$ cat config.mk
export PLATFORM = sky130hd
export DESIGN_NAME = memory_access_unit
export DESIGN_NICKNAME = d
export VERILOG_FILES = /design/src/rtl/mycpu_pkg.sv /design/src/rtl/memory_access_unit_load_align.sv /design/src/rtl/memory_access_unit.sv
export SDC_FILE = /design/constraint.sdc
export NUM_CORES = 1
export LEC_CHECK = 0
export BUFFER_PORTS_ARGS = -buffer_cell sky130_fd_sc_hd__buf_2
export CORE_UTILIZATION = 51
export CTS_CLUSTER_SIZE = 40
export DETAILED_ROUTE_END_ITERATION = 10
export MAX_ROUTING_LAYER = met4
export PLACE_DENSITY_LB_ADDON = 0.1
export SKIP_LAST_GASP = 1
export SLEW_MARGIN = 10
export SYNTH_ARGS = -nofsm -noshare
export SYNTH_HDL_FRONTEND = slang
export SYNTH_SLANG_ARGS = --single-unit
$ cat constraint.sdc
create_clock -name clk -period 4.6 [get_ports clk]
set_clock_uncertainty 0.15 [all_clocks]
set_input_delay 0.46 -clock clk [delete_from_list [all_inputs] [get_ports clk]]
set_output_delay 0.46 -clock clk [all_outputs]
set_load 0.01 [all_outputs]
$ cat src/rtl/mycpu_pkg.sv
// -----------------------------------------------------------------------------
// mycpu_pkg
// Shared type definitions for the mycpu pipeline: memory argument bundle from
// decode, data-bus request/response structs, and the memory-access-unit FSM
// state encoding. Also provides the alignment predicate used when the
// MEM_ALIGN_CHECK_EN build option is enabled.
// -----------------------------------------------------------------------------
package mycpu_pkg;

    // Access width of a load/store.
    typedef enum logic [1:0] {
        MSIZE1 = 2'd0,
        MSIZE2 = 2'd1,
        MSIZE4 = 2'd2
    } msize_t;

    // Extension applied to sub-word load data.
    typedef enum logic {
        UNSIGNED = 1'b0,
        SIGNED   = 1'b1
    } sig_t;

    // Memory arguments produced by the decode-side generator.
    typedef struct packed {
        logic   valid;   // instruction accesses memory
        logic   write;   // store when 1, load when 0
        sig_t   sig;
        msize_t msize;
    } memory_args_t;

    // Data-bus request.
    typedef struct packed {
        logic        valid;
        logic [31:0] addr;
        msize_t      size;
        logic [3:0]  strobe;
        logic [31:0] data;
    } dbus_req_t;

    // Data-bus response.
    typedef struct packed {
        logic        addr_ok;
        logic        data_ok;
        logic [31:0] data;
    } dbus_resp_t;

    // Memory access unit FSM states.
    typedef enum logic [1:0] {
        MAU_IDLE = 2'd0,
        MAU_ADDR = 2'd1,
        MAU_DATA = 2'd2,
        MAU_DONE = 2'd3
    } mau_state_t;

    // True when an access of the given size is not naturally aligned.
    function automatic logic is_misaligned(input msize_t msize, input logic [1:0] addr_lo);
        case (msize)
            MSIZE2:  return addr_lo[0];
            MSIZE4:  return addr_lo != 2'b00;
            default: return 1'b0;
        endcase
    endfunction

endpackage

$ cat src/rtl/memory_access_unit_load_align.sv
// -----------------------------------------------------------------------------
// load_align
// Combinational load-data extraction: picks the addressed byte or halfword
// out of the bus word and sign- or zero-extends it to 32 bits. Words pass
// through unchanged.
//
// Ports:
//   data    in  32  raw bus read data
//   addr    in  2   low address bits selecting the lane
//   msize   in      access width
//   sig     in      SIGNED -> sign-extend, UNSIGNED -> zero-extend
//   result  out 32  aligned, extended load value
// -----------------------------------------------------------------------------
module load_align
    import mycpu_pkg::*;
(
    input  logic [31:0] data,
    input  logic [1:0]  addr,
    input  msize_t      msize,
    input  sig_t        sig,
    output logic [31:0] result
);

    logic [7:0]  byte_sel;
    logic [15:0] half_sel;

    always_comb begin
        // NOTE: every combinational output gets a default first so no path
        // leaves it unassigned, which would otherwise infer a latch.
        byte_sel = data[7:0];
        case (addr)
            2'd1:    byte_sel = data[15:8];
            2'd2:    byte_sel = data[23:16];
            2'd3:    byte_sel = data[31:24];
            default: byte_sel = data[7:0];
        endcase

        half_sel = addr[1] ? data[31:16] : data[15:0];

        result = data;
        case (msize)
            MSIZE1:  result = {{24{(sig == SIGNED) & byte_sel[7]}}, byte_sel};
            MSIZE2:  result = {{16{(sig == SIGNED) & half_sel[15]}}, half_sel};
            default: result = data;
        endcase
    end

endmodule

$ cat src/rtl/memory_access_unit.sv
// -----------------------------------------------------------------------------
// memory_access_unit
// Memory stage of the mycpu pipeline. Accepts one instruction at a time,
// issues at most one data-bus transaction, aligns/extends load data and holds
// a single result word for writeback until it is consumed.
//
// Build option:
//   MEM_ALIGN_CHECK_EN  when defined, misaligned halfword/word accesses raise
//                       an address-error exception without touching the bus.
//                       When undefined, out_exc/out_badvaddr are tied to 0.
//
// Ports:
//   clk           in       clock, rising edge
//   reset         in       synchronous active-high reset
//   in_valid      in       upstream instruction presented
//   in_ready      out      unit accepts this cycle (IDLE only)
//   in_args       in       memory_args_t from decode
//   in_addr       in  32   effective address
//   in_wdata      in  32   store source value
//   dreq          out      data-bus request (dbus_req_t)
//   dresp         in       data-bus response (dbus_resp_t)
//   out_valid     out      result held for writeback
//   out_ready     in       writeback consumes the result
//   out_data      out 32   load value / in_addr for non-memory ops / 0 for stores
//   out_exc       out      address-error exception
//   out_badvaddr  out 32   faulting address
// -----------------------------------------------------------------------------
module memory_access_unit
    import mycpu_pkg::*;
(
    input  logic         clk,
    input  logic         reset,
    input  logic         in_valid,
    output logic         in_ready,
    input  memory_args_t in_args,
    input  logic [31:0]  in_addr,
    input  logic [31:0]  in_wdata,
    output dbus_req_t    dreq,
    input  dbus_resp_t   dresp,
    output logic         out_valid,
    input  logic         out_ready,
    output logic [31:0]  out_data,
    output logic         out_exc,
    output logic [31:0]  out_badvaddr
);

    mau_state_t  state, state_next;

    logic        accept;
    logic        in_misaligned;
    logic        bus_done;

    // Captured instruction.
    logic        write_q;
    sig_t        sig_q;
    msize_t      msize_q;
    logic [31:0] addr_q;
    logic [31:0] wdata_q;

    logic [3:0]  strobe;
    logic [31:0] wdata_lanes;
    logic [31:0] load_result;

    // in_ready is forced low while reset is held so nothing slips in on the
    // reset edge.
    assign in_ready = (state == MAU_IDLE) && !reset;
    assign accept   = in_valid && in_ready;

`ifdef MEM_ALIGN_CHECK_EN
    assign in_misaligned = is_misaligned(in_args.msize, in_addr[1:0]);
`else
    assign in_misaligned = 1'b0;
`endif

    // Bus transaction completes either with both handshakes in the ADDR cycle
    // or with data_ok later while waiting in DATA.
    assign bus_done = ((state == MAU_ADDR) && dresp.addr_ok && dresp.data_ok) ||
                      ((state == MAU_DATA) && dresp.data_ok);

    // ------------------------------------------------------------------
    // FSM
    // ------------------------------------------------------------------
    always_ff @(posedge clk) begin
        // NOTE: sequential state uses non-blocking assignments so every
        // register samples pre-edge values, independent of block ordering.
        if (reset) begin
            state <= MAU_IDLE;
        end else begin
            state <= state_next;
        end
    end

    always_comb begin
        state_next = state;
        case (state)
            MAU_IDLE: begin
                if (accept) begin
                    if (!in_args.valid || in_misaligned) begin
                        state_next = MAU_DONE;
                    end else begin
                        state_next = MAU_ADDR;
                    end
                end
            end
            MAU_ADDR: begin
                if (dresp.addr_ok) begin
                    state_next = dresp.data_ok ? MAU_DONE : MAU_DATA;
                end
            end
            MAU_DATA: begin
                if (dresp.data_ok) begin
                    state_next = MAU_DONE;
                end
            end
            MAU_DONE: begin
                if (out_ready) begin
                    state_next = MAU_IDLE;
                end
            end
            default: state_next = MAU_IDLE;
        endcase
    end

    // ------------------------------------------------------------------
    // Instruction capture
    // ------------------------------------------------------------------
    // NOTE: the payload registers carry no reset; they are only observed
    // on the bus while state is ADDR, which is reachable only after a
    // capture has loaded them.
    always_ff @(posedge clk) begin
        if (accept) begin
            write_q <= in_args.write;
            sig_q   <= in_args.sig;
            msize_q <= in_args.msize;
            addr_q  <= in_addr;
            wdata_q <= in_wdata;
        end
    end

    // ------------------------------------------------------------------
    // Bus request: everything derives from captured registers and state,
    // so the request is stable for as long as the FSM sits in ADDR.
    // ------------------------------------------------------------------
    always_comb begin
        strobe      = 4'b1111;
        wdata_lanes = wdata_q;
        case (msize_q)
            MSIZE1: begin
                strobe      = 4'b0001 << addr_q[1:0];
                wdata_lanes = {4{wdata_q[7:0]}};
            end
            MSIZE2: begin
                strobe      = 4'b0011 << {addr_q[1], 1'b0};
                wdata_lanes = {2{wdata_q[15:0]}};
            end
            default: begin
                strobe      = 4'b1111;
                wdata_lanes = wdata_q;
            end
        endcase
        if (!write_q) begin
            strobe = 4'b0000;
        end
    end

    always_comb begin
        dreq        = '0;
        dreq.valid  = (state == MAU_ADDR);
        dreq.addr   = addr_q;
        dreq.size   = msize_q;
        dreq.strobe = strobe;
        dreq.data   = wdata_lanes;
    end

    // ------------------------------------------------------------------
    // Load alignment and result register
    // ------------------------------------------------------------------
    load_align u_load_align (
        .data   (dresp.data),
        .addr   (addr_q[1:0]),
        .msize  (msize_q),
        .sig    (sig_q),
        .result (load_result)
    );

    always_ff @(posedge clk) begin
        if (reset) begin
            out_data <= '0;
        end else if (accept) begin
            if (!in_args.valid) begin
                out_data <= in_addr;
            end else if (in_misaligned) begin
                out_data <= '0;
            end
        end else if (bus_done) begin
            out_data <= write_q ? 32'd0 : load_result;
        end
    end

    assign out_valid = (state == MAU_DONE);

`ifdef MEM_ALIGN_CHECK_EN
    logic        exc_q;
    logic [31:0] badvaddr_q;

    always_ff @(posedge clk) begin
        if (reset) begin
            exc_q      <= 1'b0;
            badvaddr_q <= '0;
        end else if (accept) begin
            exc_q      <= in_args.valid && in_misaligned;
            badvaddr_q <= (in_args.valid && in_misaligned) ? in_addr : 32'd0;
        end
    end

    assign out_exc      = exc_q;
    assign out_badvaddr = badvaddr_q;
`else
    assign out_exc      = 1'b0;
    assign out_badvaddr = 32'd0;
`endif

endmodule

Yosys cells after proc, flatten, opt, wreduce, memory -nomap -nowiden
Cells that the tools add are included.
{"block": "op_classes", "bitwise": 2, "n_mux": 17, "n_shift": 2, "reduce_logical": 12, "eq_ne": 12}
{"op": "32-bit two-way mux", "count": 4}
{"op": "32-bit one-hot mux with 2 select lines", "count": 2}
{"op": "8-bit one-hot mux with 3 select lines", "count": 1}
{"op": "16-bit two-way mux", "count": 1}
{"op": "2-bit two-way mux", "count": 5}
{"op": "2-bit equality test, second input constant", "count": 4}
{"op": "2-bit one-hot mux with 4 select lines", "count": 1}
{"op": "4-bit one-hot mux with 2 select lines", "count": 1}
{"op": "2-bit by 1-bit equality test with 1-bit output, second input constant", "count": 3}
{"op": "2-bit != test, second input constant", "count": 3}
{"op": "1-bit logical AND", "count": 5}
{"op": "2-bit zero test", "count": 2}
{"op": "4-bit two-way mux", "count": 1}
{"op": "2-bit by 1-bit != test with 1-bit output, second input constant", "count": 2}
{"op": "4-bit AND reduction", "count": 1}
{"op": "1-bit by 2-bit << shifter with 4-bit output, first input constant", "count": 1}
{"op": "2-bit by 2-bit << shifter with 4-bit output, first input constant", "count": 1}
{"op": "1-bit AND", "count": 2}
{"op": "2-bit AND reduction", "count": 1}
{"op": "2-bit nonzero test", "count": 1}
{"op": "1-bit zero test", "count": 1}
{"op": "1-bit logical OR", "count": 1}
{"op": "1-bit two-way mux", "count": 1}
{"block": "totals", "in_bits": 107, "regBits": 102, "out_inout_bits": 138, "word_cells": 52}

Longest topological paths before layout
Gate-level depths: netlist of run 1.
{"block": "logic_depth", "depth_word": 7, "depth_mapped": 9, "mapped_depth_nobuf": 7}

Hierarchy
From an unflattened synthesis of run 1, not the netlist that was laid out.
{"block": "hier_totals", "hier_cells": 511, "area_unflattened_um2": 5979.5}
{"mod": "memory_access_unit", "instances": 1, "area_per_inst_um2": 4956.0, "seq_area_each_um2": 2722.6, "cells_each": 378}
{"mod": "load_align", "instances": 1, "area_per_inst_um2": 1023.5, "seq_area_each_um2": 0.0, "cells_each": 133}

Worst setup path before layout of run 1
Ideal clock, no wire load.
{"block": "synth_timing", "path_type": "reg-to-reg", "start": "reg state[0]", "end": "reg out_data[12]", "period_less_slack_ns": 2.251, "n_path_buf": 2, "slack_ns": 2.349, "stages_incl_launch_ff": 10, "setup_time_ns": 0.086, "arrival_time_ns": 2.016, "required_ns": 4.364, "path_cell_list": "dfxtp_1 inv_1 ha_1 nand3b_4 inv_2 buf_6 or3_4 buf_6 o21ai_1 a211oi_1"}
{"block": "synth_via", "elab_cells_between_ends": 13, "cone_classes": "eq/ne (3); mux (1); reduce/logical (9)"}
{"item": "start: declaration", "line": "memory_access_unit.sv:47", "rtl": "mau_state_t state, state_next;"}
{"item": "start signal: assignment", "line": "memory_access_unit.sv:89", "rtl": "state <= state_next;"}
{"item": "2-bit zero test *", "line": "memory_access_unit.sv:66", "rtl": "assign in_ready = (state == MAU_IDLE) && !reset;"}
{"item": "1-bit logical AND *", "line": "memory_access_unit.sv:66"}
{"item": "1-bit logical AND *", "line": "memory_access_unit.sv:67", "rtl": "assign accept = in_valid && in_ready;"}
{"item": "via accept", "line": "memory_access_unit.sv:49", "rtl": "logic accept;"}
{"item": "2-bit != test (no source line) / 2-bit nonzero test (equally long branches)"}
{"item": "2-bit AND reduction (no source line)"}
{"item": "end signal: assignment", "line": "memory_access_unit.sv:191", "rtl": "out_data <= in_addr;"}
{"item": "end signal: assignment", "line": "memory_access_unit.sv:196", "rtl": "out_data <= write_q ? 32'd0 : load_result;"}
{"item": "end: declaration", "line": "memory_access_unit.sv:42", "rtl": "output logic [31:0] out_data,"}
The timed path passes the listed nets; every way through them passes the cells marked *.
A chain may end at the register's enable or synchronous reset.

==> summary.md, run 1 <==
| Metric | Value |
|---|---|
| Status | `complete, no violations` |
| Syn avg cell area | `about 11 sq um` |
| CTS Buf Count | `9` |
| Power Internal | `1.826 mW` |
| Post-synthesis cell count | `487` |
| Hold WS | `0.1041 ns` |
| Vias per cell | `~5.4` |
| Worst setup EP type | `output port` |
| CP max stage cell | `edfxtp_1` |
| R2R Path End | `out_data[31]$_SDFFE_PP0P_` |
| Netlist Area Pre-Place | `0.005381 sq mm` |
| Worst Setup SP | `msize_q[0]$_DFFE_PP_` |
| Post-synth EDFFs | `68` |
| Register area share after synthesis | `50.59%` |
| Worst path top cell family by delay | `flip-flops` |
| GRT Max-Usage Layer | `met2` |
| Core Box Area | `0.01028 sq mm` |
| Slew HR | `42.03%` |
| Clk_lat worst skew | `0.37 ns` |
| Largest net degree at the start of global routing | `53` |
| Tcrit/Tclk final | `62.03%` |
| Initial core utilization | `52.36%` |
| Fillcell total | `between 800 and 900` |
| Drt pass-1 iters | `5` |
| Final setup viols | `0` |
| DRC violations left | `0` |
| Hold_sp | `in_args[2]` |
| Sequential Area | `0.002723 sq mm` |
| Post-cts repair resize count | `0` |
| Drt initial violations | `252` |
| Hpwl dp | `between 9000 and 10000 um` |
| Total vias in the final route | `4364` |
| Tot GR Track Use | `25.43%` |
| Placed instance count | `794` |
| Footprint of the multi-input gates | `0.002183 sq mm` |
| Area of placed instances | `0.006235 sq mm` |
| Final core occ | `a little over three fifths` |
| I/O pins | `245` |
| Overall Power | `2.781 mW` |
| Reg2reg path depth | `7` |
| Reg2reg start | `state[0]$_SDFFE_PP0P_` |
| Root buffer cell | `clkbuf_8` |
| Slew @ Worst Pin | `~0.87 ns` |
| CP Capture Point | `dreq[32]` |
| Cells along the critical path | `buf_4 > nor2b_1 > nor2_1 > o21a_1 > buf_2` |
| Largest stage delay, worst path | `0.64 ns` |
| GR Util met2 | `38.27%` |
| Maximum VDD drop | `0.2163 mV` |
| Max-cap violations | `0` |
| Die Ht | `104.7 um` |
| Clock Power Share | `21.9%` |
| Worst Path Required | `3.99 ns` |
| Switching share of power | `about a third` |
| Cell Pwr Density | `around 430 mW/mm^2` |
| Commonest non-fill, non-tap cells in the layout | `buf_2, edfxtp_1, nor2_1` |
| Yosys reg bits | `slightly above 100` |
| Worst path depth | `5` |
| Longest Clk Path Bufs | `2` |
| GR Util met3 | `6.301%` |
| Worst min path class | `in2reg` |
| Initial antenna violation count | `0` |
| Type of the worst setup path | `reg2out` |
| Ys async rst share | `0%` |
| Port bufs | `211` |
| Routed len/inst | `16.71 um` |
| Ys Warns | `0` |
| Vias in the first global route | `4018` |
| Buf/Inv on CP | `2` |
| Minimum clock period after layout | `2.854 ns` |
| Commonest non-fill, non-tap cell in the layout | `buf_2` |
| Seq pwr share | `44.4%` |
| # clock sinks | `102` |
| Cell variety after synth | `53` |
| Fraction of layout instances using a drive strength above 1 | `40.21%` |
| R2R setup slack | `1.82 ns` |
| Arr. time, crit path | `2.24 ns` |
| Row Count | `37` |
| Synth Flop Type | `edfxtp_1` |
| CP max FO | `24` |
| Pre-CTS WS | `1.391 ns` |
| Antenna cell count | `0` |
| Setup tns final | `0 ns` |
| P_leak | `2.771 nW` |
| Max Freq | `around 350 MHz` |
| Die area | `approximately 0.011 sq mm` |
| M1 GR Usage | `32.90%` |
| Combinational power share | `33.7%` |
| CTS tree | `done` |
| Layout net count | `781` |
| RSZ-0062 raised after global routing | `false` |
| Clk slew on worst S/H paths | `0.09 ns` |
| GP Congestion | `roughly 0.85` |
| Final Max Tran Viols | `0` |
| Post-CTS Repair Setup Buffers | `0` |
| Overflow after GRT | `0` |
| Setup slack after layout | `between 1.5 and 2 ns` |
| Final non-filler cell total | `810` |
| Antenna-violating nets left | `0` |
| Post-CTS Hold Buffers | `0` |
| P_sw | `0.9548 mW` |
| Total wire length | `13540 um` |
| # H-tree levels | `3` |
| First-pass GRT wire length | `20760 um` |
| Final hold vios | `0` |
| Post-route cell area | `between 0.006 and 0.007 sq mm` |
| Nature of the critical path startpoint | `register` |
| Area delta synth->final | `19.90%` |
| Die width | `104.7 um` |
## power groups by stage
stage,Sequential (mW),Clock [mW],Combinational (mW)
after floorplan,1.28,0,0.634
after global placement,1.25,0,0.903
after detailed placement,1.26,0,0.935
after CTS,1.23,0.626,0.938
after global routing,1.25,0.658,1.03
final,1.23,0.610,0.936
## area by class of cell
cell class	count	share of cell area (%)
flip-flops and latches	102	42.20
multi-input cells	324	33.84
repair buffers	217	17.06
clock buffers	13	2.637
well taps	136	2.637
inverters	15	0.8920
clock inverters	3	0.7369
## routing by layer
| metal | up-vias | routed length, um |
|---|---|---|
| li1 | 2083 | - |
| met1 | 2027 | 5903 |
| met2 | 228 | 6253 |
| met3 | 26 | 1047 |
| met4 | 0 | 333 |
| met5 | - | 0 |
## sequential cells by signal (all words and copies together) (netlist names)
register / cells
addr_q: 32
out_data: 32
wdata_q: 32
msize_q: 2
state: 2
sig_q: 1
write_q: 1
## cells in the mapped netlist, drive strengths merged (2+ instances only)
cell type  instances  area (sq um)
ha                 5         62.56
a211oi            27         247.7
buf               66         494.2
inv               15         56.31
edfxtp            68          2042
nand2b            10         62.56
a221o              2         20.02
clkbuf            12         45.04
a31oi              6         37.54
and3b              6         52.55
dfxtp             34         680.7
a31o               6         52.55
mux2i             16         160.2
nor3b              2         20.02
nand2             30         112.6
a311oi             7         61.31
o2111ai           16         140.1
a21oi             17         85.08
o211ai             7         52.55
nor2b             14         87.58
mux2              19         214.0
nor2              45         183.9
o21a               3         22.52
o21ai             35         182.7
nand3b             2         27.53
## cells by family after synthesis
family | count (synthesis) | share of synthesized area (%)
compound gates | 133 | 18.48
fa+ha+maj | 5 | 1.163
buf+inv | 93 | 11.07
flops | 102 | 50.59
mux | 35 | 6.952
other cells | 1 | 0.06968
simple gates | 118 | 11.67
## worst register-to-register path, stage by stage, from the launching register on
cell	delay, ns
dfxtp_1	0.38
inv_1	0.12
ha_1	0.32
nand3b_4	0.14
clkinv_2	0.41
nor2_4	0.65
o2111ai_1	0.23
a211oi_1	0.30
## worst min-delay path by stage
stage / to / slack [ns] / cells after the start
6_report: sig_q$_DFFE_PP_ / 0.10 / 1
5_1_grt: wdata_q[17]$_DFFE_PP_ / 0.07 / 1
4_1_cts: wdata_q[15]$_DFFE_PP_ / 0.08 / 1
3_5_place_dp: out_data[11]$_SDFFE_PP0P_ / 0.35 / 2
3_3_place_gp: out_data[28]$_SDFFE_PP0P_ / 0.35 / 2
2_1_floorplan: out_data[0]$_SDFFE_PP0P_ / 0.37 / 2
Note: power is estimated with default switching activity, not from simulation.
==> inputs of run 2 (changes only) <==
Settings changed: CORE_UTILIZATION 51 to 43.
Clock period 4.6 ns to 2.6 ns, I/O delays scaled along.
==> run 2 against run 1 <==
Combinational power rose by 88%; critical path depth rose by 2; final cell count grew 13%; wire length grew 9.0%; count of clock-buffer cells in the layout down 1; register-to-register slack got worse by 1.5 ns; critical path type is now reg2reg.
==> summary.md, run 2 (same netlist as run 1, synthesis figures left out) <==
| Metric | Value |
|---|---|
| Status | `complete, no violations (unchanged)` |
| Die Ht | `113.9 um (was 104.7 um)` |
| First-pass GRT wire length | `22780 um (was 20760 um)` |
| Initial core utilization | `44.43% (was 52.36%)` |
| Final non-filler cell total | `919 (was 810)` |
| Vias in the first global route | `4493 (was 4018)` |
| Final Max Tran Viols | `0 (unchanged)` |
| Fillcell total | `1062 (was 899)` |
| Die area | `0.01297 sq mm (was 0.01097 sq mm)` |
| Fraction of layout instances using a drive strength above 1 | `36.93% (was 40.21%)` |
| Worst setup EP type | `register (was output port)` |
| Met3 WL post-DR | `946 um (was 1047 um)` |
| Largest stage delay, worst path | `0.46 ns (was 0.64 ns)` |
| Setup tns final | `0 ns (unchanged)` |
| Met2 Wirelength | `7153 um (was 6253 um)` |
| RSZ-0062 raised after global routing | `false (unchanged)` |
| Slew HR | `46.28% (was 42.03%)` |
| Clk_lat worst skew | `0.35 ns (was 0.37 ns)` |
| P_leak | `3.109 nW (was 2.771 nW)` |
| Worst Path Required | `2.71 ns (was 3.99 ns)` |
| Overflow after GRT | `0 (unchanged)` |
| Row Count | `40 (was 37)` |
| # clock sinks | `102 (unchanged)` |
| Core Box Area | `0.01211 sq mm (was 0.01028 sq mm)` |
| Maximum VDD drop | `0.3462 mV (was 0.2163 mV)` |
| CP max stage cell | `nor2_4 (was edfxtp_1)` |
| Placed instance count | `834 (was 794)` |
| Post-cts repair resize count | `0 (unchanged)` |
| Type of the worst setup path | `reg2reg (was reg2out)` |
| GP Congestion | `0.8188 (was 0.8529)` |
| Die width | `113.9 um (was 104.7 um)` |
| Minimum clock period after layout | `2.297 ns` |
| Antenna-violating nets left | `0 (unchanged)` |
| Final hold vios | `0 (unchanged)` |
| Post-CTS Repair Setup Buffers | `0 (unchanged)` |
| Worst min path class | `in2reg (unchanged)` |
| CTS Buf Count | `9 (unchanged)` |
| # H-tree levels | `3 (unchanged)` |
| Commonest non-fill, non-tap cells in the layout | `buf_2, edfxtp_1, dlygate4sd3_1 (was buf_2, edfxtp_1, nor2_1)` |
| CTS tree | `done (unchanged)` |
| Met1 WL | `6498 um (was 5903 um)` |
| Max Freq | `435.4 MHz` |
| Cells along the critical path | `inv_1 > ha_1 > nand3b_4 > clkinv_2 > nor2_4 > o2111ai_1 > a211oi_1 (was buf_4 > nor2b_1 > nor2_1 > o21a_1 > buf_2)` |
| Routed len/inst | `16.06 um (was 16.71 um)` |
| Tcrit/Tclk final | `88.33%` |
| DRC violations left | `0 (unchanged)` |
| Longest Clk Path Bufs | `2 (unchanged)` |
| Final setup viols | `0 (unchanged)` |
| Total vias in the final route | `4608 (was 4364)` |
| Commonest non-fill, non-tap cell in the layout | `buf_2 (unchanged)` |
| Initial antenna violation count | `1 (was 0)` |
| Largest registers | `addr_q (32), out_data (32), wdata_q (32) (unchanged)` |
| Port bufs | `211 (unchanged)` |
| I/O pins | `245 (unchanged)` |
| Vias per cell | `5.014 (was 5.388)` |
| CP max FO | `24 (unchanged)` |
| Layout net count | `857 (was 781)` |
| Clk slew on worst S/H paths | `0.06 ns (was 0.09 ns)` |
| Drt initial violations | `285 (was 252)` |
| Max-cap violations | `0 (unchanged)` |
| Root buffer cell | `clkbuf_16 (was clkbuf_8)` |
| Area delta synth->final | `35.27% (was 19.90%)` |
| Uppermost layer routed | `met4 (unchanged)` |
| Slew @ Worst Pin | `0.8058 ns (was 0.8696 ns)` |
| Total wire length | `14760 um (was 13540 um)` |
| Drt pass-1 iters | `5 (unchanged)` |
| Tot GR Track Use | `23.85% (was 25.43%)` |
| Largest net degree at the start of global routing | `53 (unchanged)` |
| Arr. time, crit path | `2.41 ns (was 2.24 ns)` |
| Nature of the critical path startpoint | `register (unchanged)` |
| Overall Power | `5.175 mW (was 2.781 mW)` |
| Cell Pwr Density | `710.9 mW/mm^2 (was 431.0 mW/mm^2)` |
| Hpwl dp | `10410 um (was 9941 um)` |
[run 2: changes by cell type in the layout (fill, tap and decap cells not counted)]
cell and delta:
buf_4 +8, bufinv_16 -1, clkbuf_16 +8, clkbuf_1 +1, diode_2 +1, clkinv_2 +1
inv_6 -1, clkinv_1 +1, dlygate4sd3_1 +68, clkinvlp_4 +1, clkbuf_8 -10
[run 2: power breakdown]
part | leakage (nW) | internal, mW | switching, mW
clock | 0.124 | 0.647 | 0.584
combinational | 2.08 | 0.748 | 1.02
sequential | 0.907 | 2.04 | 0.144
[run 2: per-layer routing]
| layer | global-route usage [%] | up-vias |
|---|---|---|
| met4 | 6.753 | 0 |
| met5 | - | - |
| met2 | 38.01 | 192 |
| met3 | 5.526 | 14 |
| li1 | - | 2236 |
| met1 | 30.47 | 2166 |
[run 2: final cells by class]
type / count / area [sq um] / area share (%)
Sequential cell: 102 / 2723 / 37.40
Multi-Input combinational cell: 324 / 2183 / 29.99
Timing Repair Buffer: 293 / 1842 / 25.30
Clock buffer: 12 / 236.5 / 3.249
Tap cell: 168 / 210.2 / 2.888
Inverter: 15 / 57.56 / 0.7906
Clock inverter: 4 / 25.02 / 0.3438
Antenna cell: 1 / 2.502 / 0.03438
[run 2: path summary, 6_finish.rpt]
kind         slack [ns]                         to  cells past startpoint                 startpoint
min                0.17      state[1]$_SDFFE_PP0P_                      4                 in_args[4]
max                0.30  out_data[28]$_SDFFE_PP0P_                      7      state[0]$_SDFFE_PP0P_
max reg2reg        0.30  out_data[28]$_SDFFE_PP0P_                      7      state[0]$_SDFFE_PP0P_
min reg2reg        0.35  out_data[20]$_SDFFE_PP0P_                      2  out_data[20]$_SDFFE_PP0P_
[run 2: what timing repair did]
item	CTS	global route
hold buffers	68	0
endpoints found under the setup margin	0	0
hold endpoints to repair	68	0
[run 2: worst max-delay path: cells and delay by family (launching register included)]
family                     cells  cell delay [ns]
AOI/OAI and AO/OA              2             0.53
adders and majority gates      1             0.31
buffers and inverters          2             0.24
DFF                            1             0.36
and+or+nand+nor                2             0.60
[run 2: stage by stage]
stage	instance area (sq um)	hold WS, ns	setup WS [ns]	util, %
6_report	7279	0.1677	0.3033	60.10
2_1_floorplan	5502	0.2089	0.3488	-
3_3_place_gp	6335	0.2869	0.4053	52.30
4_1_cts	7277	0.1542	0.2887	60.08
3_5_place_dp	6335	0.2881	0.3122	52.30
5_1_grt	7279	0.1773	0.1205	60.10
